$ cat config.mk
export PLATFORM = sky130hd
export DESIGN_NAME = uart_fifo_tx
export DESIGN_NICKNAME = d
export VERILOG_FILES = /design/src/rtl/uart_pkg.sv /design/src/rtl/uart_baud_gen.sv /design/src/rtl/uart_fifo_tx.sv
export SDC_FILE = /design/constraint.sdc
export NUM_CORES = 1
export LEC_CHECK = 0
export CAP_MARGIN = 30
export CORE_UTILIZATION = 58
export CTS_BUF_LIST = sky130_fd_sc_hd__clkbuf_16
export CTS_CLUSTER_SIZE = 24
export DETAILED_ROUTE_END_ITERATION = 16
export GPL_ROUTABILITY_DRIVEN = 0
export GPL_TIMING_DRIVEN = 0
export PLACE_DENSITY_LB_ADDON = 0.2
export SYNTH_ARGS = -nofsm -noshare
export SYNTH_HDL_FRONTEND = slang
export SYNTH_HIERARCHICAL = 1
export SYNTH_SLANG_ARGS = --single-unit
$ cat constraint.sdc
create_clock -name Clk -period 2.8 [get_ports Clk]
set_input_delay 0.28 -clock Clk [delete_from_list [all_inputs] [get_ports Clk]]
set_output_delay 0.28 -clock Clk [all_outputs]
set_load 0.1 [all_outputs]
$ cat src/rtl/uart_pkg.sv
// rtl/uart_pkg.sv - shared UART types and constants for transmitter and receiver
package uart_pkg;

  localparam int   UART_DATA_W = 8;
  localparam logic IDLE_LEVEL  = 1'b1;

  typedef enum logic [2:0] {
    IDLE,
    FETCH,
    START,
    DATA,
    PARITY,
    STOP
  } tx_state_t;

  // Even parity of one data byte
  function automatic logic even_parity(input logic [UART_DATA_W-1:0] b);
    return ^b;
  endfunction

endpackage

$ cat src/rtl/uart_baud_gen.sv
// rtl/uart_baud_gen.sv - bit-period divider, tick on the last clock of each period
module uart_baud_gen #(
  parameter int CLKS_PER_BIT = 868
) (
  input  logic Clk,
  input  logic Reset,
  input  logic clr,
  output logic tick
);

  localparam int CNT_W = (CLKS_PER_BIT > 1) ? $clog2(CLKS_PER_BIT) : 1;
  localparam logic [CNT_W-1:0] LAST = CNT_W'(CLKS_PER_BIT - 1);

  logic [CNT_W-1:0] cnt;

  // Free-running divider; clr holds it at zero so a bit period starts cleanly
  always_ff @(posedge Clk) begin
    if (Reset || clr) begin
      cnt <= '0;
    end else if (cnt == LAST) begin
      cnt <= '0;
    end else begin
      cnt <= cnt + 1'b1;
    end
  end

  assign tick = (cnt == LAST);

endmodule

$ cat src/rtl/uart_fifo_tx.sv
// rtl/uart_fifo_tx.sv - FIFO-draining UART transmitter, 8N1 (8E1 with UART_TX_PARITY_EN)
module uart_fifo_tx
  import uart_pkg::*;
#(
  parameter int CLKS_PER_BIT = 868,
  parameter int STOP_BITS    = 1,
  parameter int FIFO_RD_LAT  = 1
) (
  input  logic       Clk,
  input  logic       Reset,
  input  logic       Tx_Enable,
  input  logic       Fifo_Empty,
  input  logic [7:0] Fifo_Data,
  output logic       Read,
  output logic       Tx,
  output logic       Busy,
  output logic       Tx_Done
);

  localparam logic [1:0] FETCH_LAST = 2'(FIFO_RD_LAT);
  localparam logic       STOP_LAST  = 1'(STOP_BITS - 1);

  tx_state_t state;
  tx_state_t next_state;

  logic                   tick;
  logic                   clr;
  logic [UART_DATA_W-1:0] shift;
  logic [2:0]             bit_cnt;
  logic [1:0]             fetch_cnt;
  logic                   stop_cnt;
  logic                   capture;
  logic                   start_read;
  logic                   stop_end;
  logic                   tx_level;
  logic                   read_q;
  logic                   tx_q;
  logic                   busy_q;
  logic                   done_q;
`ifdef UART_TX_PARITY_EN
  logic                   parity_q;
`endif

  // The bit-period counter only runs once a frame is on the line
  assign clr = (state == IDLE) || (state == FETCH);

  uart_baud_gen #(
    .CLKS_PER_BIT(CLKS_PER_BIT)
  ) u_baud (
    .Clk  (Clk),
    .Reset(Reset),
    .clr  (clr),
    .tick (tick)
  );

  // State register
  always_ff @(posedge Clk) begin
    if (Reset) begin
      state <= IDLE;
    end else begin
      state <= next_state;
    end
  end

  // Next-state logic and the line level each state calls for
  always_comb begin
    next_state = state;
    capture    = 1'b0;
    start_read = 1'b0;
    stop_end   = 1'b0;
    tx_level   = IDLE_LEVEL;
    case (state)
      IDLE: begin
        if (Tx_Enable && !Fifo_Empty) begin
          start_read = 1'b1;
          next_state = FETCH;
        end
      end
      FETCH: begin
        if (fetch_cnt == FETCH_LAST) begin
          capture    = 1'b1;
          next_state = START;
        end
      end
      START: begin
        tx_level = 1'b0;
        if (tick) begin
          next_state = DATA;
        end
      end
      DATA: begin
        tx_level = shift[0];
        if (tick && bit_cnt == 3'd7) begin
`ifdef UART_TX_PARITY_EN
          next_state = PARITY;
`else
          next_state = STOP;
`endif
        end
      end
      PARITY: begin
`ifdef UART_TX_PARITY_EN
        tx_level = parity_q;
`endif
        if (tick) begin
          next_state = STOP;
        end
      end
      STOP: begin
        if (tick && stop_cnt == STOP_LAST) begin
          stop_end   = 1'b1;
          next_state = IDLE;
        end
      end
      default: begin
        next_state = IDLE;
      end
    endcase
  end

  // Shift register and the fetch/bit/stop counters
  always_ff @(posedge Clk) begin
    if (Reset) begin
      shift     <= '0;
      bit_cnt   <= '0;
      fetch_cnt <= '0;
      stop_cnt  <= 1'b0;
    end else begin
      if (state == FETCH && !capture) begin
        fetch_cnt <= fetch_cnt + 1'b1;
      end else begin
        fetch_cnt <= '0;
      end

      if (capture) begin
        shift <= Fifo_Data;
      end else if (state == DATA && tick) begin
        shift <= {1'b0, shift[UART_DATA_W-1:1]};
      end

      if (state == DATA) begin
        if (tick) begin
          bit_cnt <= bit_cnt + 1'b1;
        end
      end else begin
        bit_cnt <= '0;
      end

      if (state == STOP) begin
        if (tick) begin
          stop_cnt <= (stop_cnt == STOP_LAST) ? 1'b0 : stop_cnt + 1'b1;
        end
      end else begin
        stop_cnt <= 1'b0;
      end
    end
  end

`ifdef UART_TX_PARITY_EN
  // Parity is taken from the byte as it leaves the FIFO
  always_ff @(posedge Clk) begin
    if (Reset) begin
      parity_q <= 1'b0;
    end else if (capture) begin
      parity_q <= even_parity(Fifo_Data);
    end
  end
`endif

  // Registered outputs: Tx, Tx_Done and Busy trail the state by one clock
  always_ff @(posedge Clk) begin
    if (Reset) begin
      read_q <= 1'b0;
      tx_q   <= IDLE_LEVEL;
      busy_q <= 1'b0;
      done_q <= 1'b0;
    end else begin
      read_q <= start_read;
      tx_q   <= tx_level;
      busy_q <= (next_state != IDLE) || (state != IDLE);
      done_q <= stop_end;
    end
  end

  assign Read    = read_q;
  assign Tx      = tx_q;
  assign Busy    = busy_q;
  assign Tx_Done = done_q;

endmodule

After elaboration in Yosys (flattened, before gate mapping) --
Index checks and enable logic that the tools add are counted.
Word-level totals: bits in registers 31, bits of input ports 12, output and inout port bits 4, word-level logic and storage cells 61
Operators by class: add/sub/neg operators 4, equality and inequality tests 8, mux-type cells 15, bitwise operators 5, reduce and logical (&&, ||, !) cells 19
Operators by type and width (number):
- $mux 3 | 6
- $pmux 3 s6 | 1
- $mux 8 | 2
- $add 10x1->10 const B | 1
- $eq 10x10->1 const B | 1
- $reduce_or 2->1 | 5
- $eq 3x3->1 const B | 3
- $eq 3x2->1 const B | 2
- $reduce_bool 3->1 | 2
- $logic_and 1x1->1 | 5
- $mux 1 | 5
- $not 1->1 | 5
- $add 3x1->3 const B | 1
- $eq 3x1->1 const B | 1
- $logic_not 3->1 | 1
- $logic_or 1x1->1 | 3
- $add 2x1->2 const B | 1
- $eq 2x1->1 const B | 1
- $logic_not 1->1 | 2
- $pmux 1 s2 | 1
- $reduce_bool 2->1 | 1
- $add 1x1->1 const B | 1

Depth between registers and ports, before layout --
depth after elaboration 7, depth in mapped cells 8, mapped depth without buffers 7

Hierarchy --
The synthesis kept the hierarchy.
Modules (own cells, without submodules):
- uart_fifo_tx | instances 1, cells an instance 95, area an instance 907.1 um^2, sequential area each 400.4 um^2
- uart_baud_gen | instances 1, cells an instance 53, area an instance 454.2 um^2, sequential area each 200.2 um^2

Least setup slack after synthesis --
No wires, ideal clock.
path type register -> register, start point reg u_baud.cnt[4], end point reg shift[0], library setup time 0.137 ns, arrival 1.694 ns, required time 2.663 ns, setup slack 0.969 ns, cell stages (with the launch flop) 8, buffers on the path 1, period minus slack after synthesis 1.831 ns, cells stage by stage dfxtp_1 nor4b_1 nand2_1 nor2_1 buf_2 mux2i_1 nor2_1 a211oi_1
Between the ends: cells in the longest elaborated chain, start to end 3
RTL lines:
- from (decl) | line uart_baud_gen.sv:14 | logic [CNT_W-1:0] cnt;
- from (signal assigned) | line uart_baud_gen.sv:23 | cnt <= cnt + 1'b1;
- $eq 10x10->1 | line uart_baud_gen.sv:27 | assign tick = (cnt == LAST);
- via tick | line uart_fifo_tx.sv:26 | logic tick;
- $logic_and 1x1->1 | line uart_fifo_tx.sv:137 | end else if (state == DATA && tick) begin
- $reduce_bool 2->1 (no source line)
- to (signal assigned) | line uart_fifo_tx.sv:136 | shift <= Fifo_Data;
- to (signal assigned) | line uart_fifo_tx.sv:138 | shift <= {1'b0, shift[UART_DATA_W-1:1]};
- to (decl) | line uart_fifo_tx.sv:28 | logic [UART_DATA_W-1:0] shift;
The timed path passes the listed nets, and every way through them passes these cells. A chain may end at the register's enable or synchronous reset.

Final worst setup path --
start point reg u_baud.cnt[3], end point reg shift[1]
The elaborated chain is that of the path after synthesis.

==> impl_metrics.json <==
{
  "critPathLaunchType": "register",
  "start_util": 0.6154,
  "critPathTopFamily": "simple AND/OR/NAND/NOR gates",
  "timing.final.setup_violations": 0,
  "dieWidth_um": 50.45,
  "die_area_mm2": 0.002545,
  "mappedNetlistArea_mm2": 0.001361,
  "post_cts_buffers": 0,
  "n_fill_cell": 162,
  "synth_top_area_cell": "sky130_fd_sc_hd__dfxtp_1",
  "ys_warnings": 6,
  "whs_ns": 0.4337,
  "total_count_of_max_transition_violations_in_the_final_report": 0,
  "crit_path_top_delay_cell": "sky130_fd_sc_hd__nor4b_1",
  "worst_slew_pin_slew_ns": 0.9624,
  "max_clock_buf_depth": 2,
  "grt_start_max_net_pins": 11,
  "timing.reg2reg.worst_path_depth": 7,
  "cpPeakStageDelay_ns": 0.53,
  "clk_latency_ns": 0.27,
  "synth.area.top_cells": "sky130_fd_sc_hd__dfxtp_1 44%, sky130_fd_sc_hd__mux2i_1 6.6%, sky130_fd_sc_hd__a21oi_1 5.1%",
  "buffer_ports.inserted": 15,
  "vias": 1173,
  "launch_instance_of_the_worst_register_to_register_path": "u_baud/cnt[3]",
  "worstHoldPathCells": 1,
  "post_cts_hold_buffer_count": 0,
  "finalCriticalPeriod_ns": 2.355,
  "grt_util_all_layers": 0.2575,
  "hold_path_end": "fetch_cnt[0]",
  "rows": 17,
  "grt_antenna_before_repair": 0,
  "drt-initial-drc-count": 28,
  "ys_async_sr_fraction": 0,
  "drcViolationCount": 0,
  "fin_tns_setup_ns": 0,
  "cts_made_buffers": 5,
  "synth_commonest_cells": "30 x sky130_fd_sc_hd__dfxtp_1, 15 x sky130_fd_sc_hd__nor2_1, 14 x sky130_fd_sc_hd__a21oi_1, 9 x sky130_fd_sc_hd__mux2i_1, 8 x sky130_fd_sc_hd__nand2_1",
  "drv.max_cap_violation_count": 0,
  "first_global_vias": 1042,
  "main_synth_ff_type": "sky130_fd_sc_hd__dfxtp_1",
  "antenna_cells_inserted": 0,
  "i_o_pin_cnt": 16,
  "ys_seq_elements": 30,
  "grt_pass1_wl_um": 4761,
  "drive_gt1_frac": 0.09357,
  "areaGrowthSynthToFinish_pct": 23.62,
  "rsz0062_at_grt": "false",
  "core_region_area_mm2": 0.002212,
  "outcome": "finished, final reports clean",
  "worst-path-max-fanout": 10,
  "regToRegEndpoint": "shift[1]",
  "max-vdd-ir-drop_mv": 0.4701,
  "timing.hold.worst.start": "fetch_cnt[0]",
  "yosysMostFrequentCell": "sky130_fd_sc_hd__dfxtp_1",
  "totalWireLength_um": 2838,
  "layout.nets": 186,
  "synth_sequential_area_ratio": 0.4412,
  "timing.slew.headroom": 0.3564,
  "worstPathBufferInverterCount": 1,
  "synth-edff-count": 0,
  "crit_path_cell_trace": "nor4b_1 > nand2_1 > nor2_1 > buf_2 > mux2i_1 > nor2_1 > a211oi_1",
  "post-synth-top-area-fraction": 0.4412,
  "category_of_the_worst_setup_path_capture_point": "register",
  "htree_levels": 2,
  "finalHoldViolations": 0,
  "flop2flop_setup_slack_ns": 0.45,
  "final_antenna_net_count": 0,
  "drt_pass1_iterations": 4,
  "tritoncts": "built",
  "achievable-frequency_ghz": 0.4247,
  "routedWlPerCell_um": 14.26,
  "leakage_nw": 0.5617,
  "cp_data_arrival_time_ns": 2.48,
  "dp_hpwl_um": 1837,
  "cts_num_sinks": 30,
  "cts.repair.resized": 0,
  "timing.setup.critical_path_class": "register to register",
  "syn_area_per_cell_um2": 9.198,
  "postLayoutCoreUtil": 0.7607,
  "clkTransAtPathRegs_ns": 0.05,
  "die-height_um": 50.45,
  "worst_path_most_repeated_cell": "sky130_fd_sc_hd__nor2_1",
  "min_period_over_period": 0.8410,
  "post_synth_inst_count": 148,
  "power.density_mw_per_mm2": 580.6,
  "post_synth_num_cell_types": 36,
  "worstPathRequired_ns": 2.92,
  "grt_overflow_total": 0,
  "vias_per_cell": 5.894,
  "synth.net_count": 164,
  "hold_path.class": "register to register",
  "cts-root-buf": "sky130_fd_sc_hd__clkbuf_16",
  "fin_skew_ns": 0.002684
}
stage by stage:
step           total power [W]  setup WS [ns]  instances  instance area, µm²
2_1_floorplan        0.0004703         0.9690        148                1361
3_3_place_gp         0.0004925         0.6652        191                1546
3_5_place_dp         0.0004942         0.5910        191                1546
4_1_cts              0.0009826         0.4980        199                1683
5_1_grt               0.001002         0.2878        199                1683
6_report             0.0009771         0.4453        199                1683
worst max path at each step:
| stage | from | end | slack [ns] | cells past startpoint |
|---|---|---|---|---|
| after floorplan | u_baud/cnt[4] | shift[0] | 0.97 | 7 |
| after global placement | u_baud/cnt[4] | shift[6] | 0.67 | 7 |
| after detailed placement | u_baud/cnt[4] | shift[1] | 0.59 | 7 |
| after CTS | u_baud/cnt[4] | shift[1] | 0.50 | 7 |
| after global routing | u_baud/cnt[4] | shift[1] | 0.29 | 7 |
| final | u_baud/cnt[3] | shift[1] | 0.45 | 7 |
logic make-up (layout without fill, tap and decap cells):
family,count (synthesis),count (layout),synth area share
simple gates,55,55,0.2197
compound gates,32,32,0.1461
flops,30,30,0.4412
buf+inv,11,34,0.04319
mux,10,10,0.07445
xor+xnor,6,6,0.03861
fa+ha+maj,4,4,0.03677
final cells by class:
| class | count | area [µm²] | share of cell area |
|---|---|---|---|
| clock inverters | 3 | 11.26 | 0.006691 |
| flip-flops and latches | 30 | 600.6 | 0.3569 |
| well taps | 28 | 35.03 | 0.02082 |
| inverters | 4 | 15.01 | 0.008922 |
| plain buffers | 7 | 43.79 | 0.02602 |
| clock buffers | 5 | 125.1 | 0.07435 |
| multi-input cells | 107 | 701.9 | 0.4171 |
| repair buffers | 15 | 150.1 | 0.08922 |
registers in the layout (all words and copies together) (netlist names):
signal,cells
Busy,1
u_baud/cnt,10
shift,8
bit_cnt,3
fetch_cnt,2
state,3
Tx,1
Read,1
Tx_Done,1
per-layer routing:
metal,GRT usage,wire (µm),vias to the layer above
met4,0.1435,40,0
met5,0,0,-
met3,0.08485,146,6
met2,0.3911,1328,37
li1,-,-,577
met1,0.3188,1323,553
power breakdown:
| part | leakage, nW | total [W] | internal (W) | switching (W) |
|---|---|---|---|---|
| sequential | 0.242 | 0.000434 | 0.000432 | 0.00000200 |
| clock | 0.0663 | 0.000491 | 0.000318 | 0.000172 |
| combinational | 0.253 | 0.0000528 | 0.0000239 | 0.0000289 |
| total | 0.562 | 0.000977 | 0.000774 | 0.000203 |
worst register-to-register path, delay by kind of cell (launching register included):
family | cells | cell delay [ns]
AND/OR/NAND/NOR | 4 | 1.24
buffers and inverters | 1 | 0.26
multiplexers | 1 | 0.18
flip-flops | 1 | 0.35
AO/OA/AOI/OAI | 1 | 0.17
placed cells by master, fill, tap and decap left out, types with 3 or more instances in the layout:
cell type	count
sky130_fd_sc_hd__o21ai_0	3
sky130_fd_sc_hd__nand3b_1	3
sky130_fd_sc_hd__xor2_1	3
sky130_fd_sc_hd__ha_1	4
sky130_fd_sc_hd__xnor2_1	3
sky130_fd_sc_hd__a21oi_1	14
sky130_fd_sc_hd__a211oi_1	7
sky130_fd_sc_hd__nor2_1	15
sky130_fd_sc_hd__nand2_1	8
sky130_fd_sc_hd__nand2b_1	5
sky130_fd_sc_hd__mux2i_1	9
sky130_fd_sc_hd__clkbuf_16	5
sky130_fd_sc_hd__nand3_1	7
sky130_fd_sc_hd__inv_1	4
sky130_fd_sc_hd__clkinv_1	3
sky130_fd_sc_hd__dfxtp_1	30
sky130_fd_sc_hd__clkdlybuf4s50_1	15
sky130_fd_sc_hd__a31oi_1	3
sky130_fd_sc_hd__nand4_1	3
(Power assumes the default switching activity.)
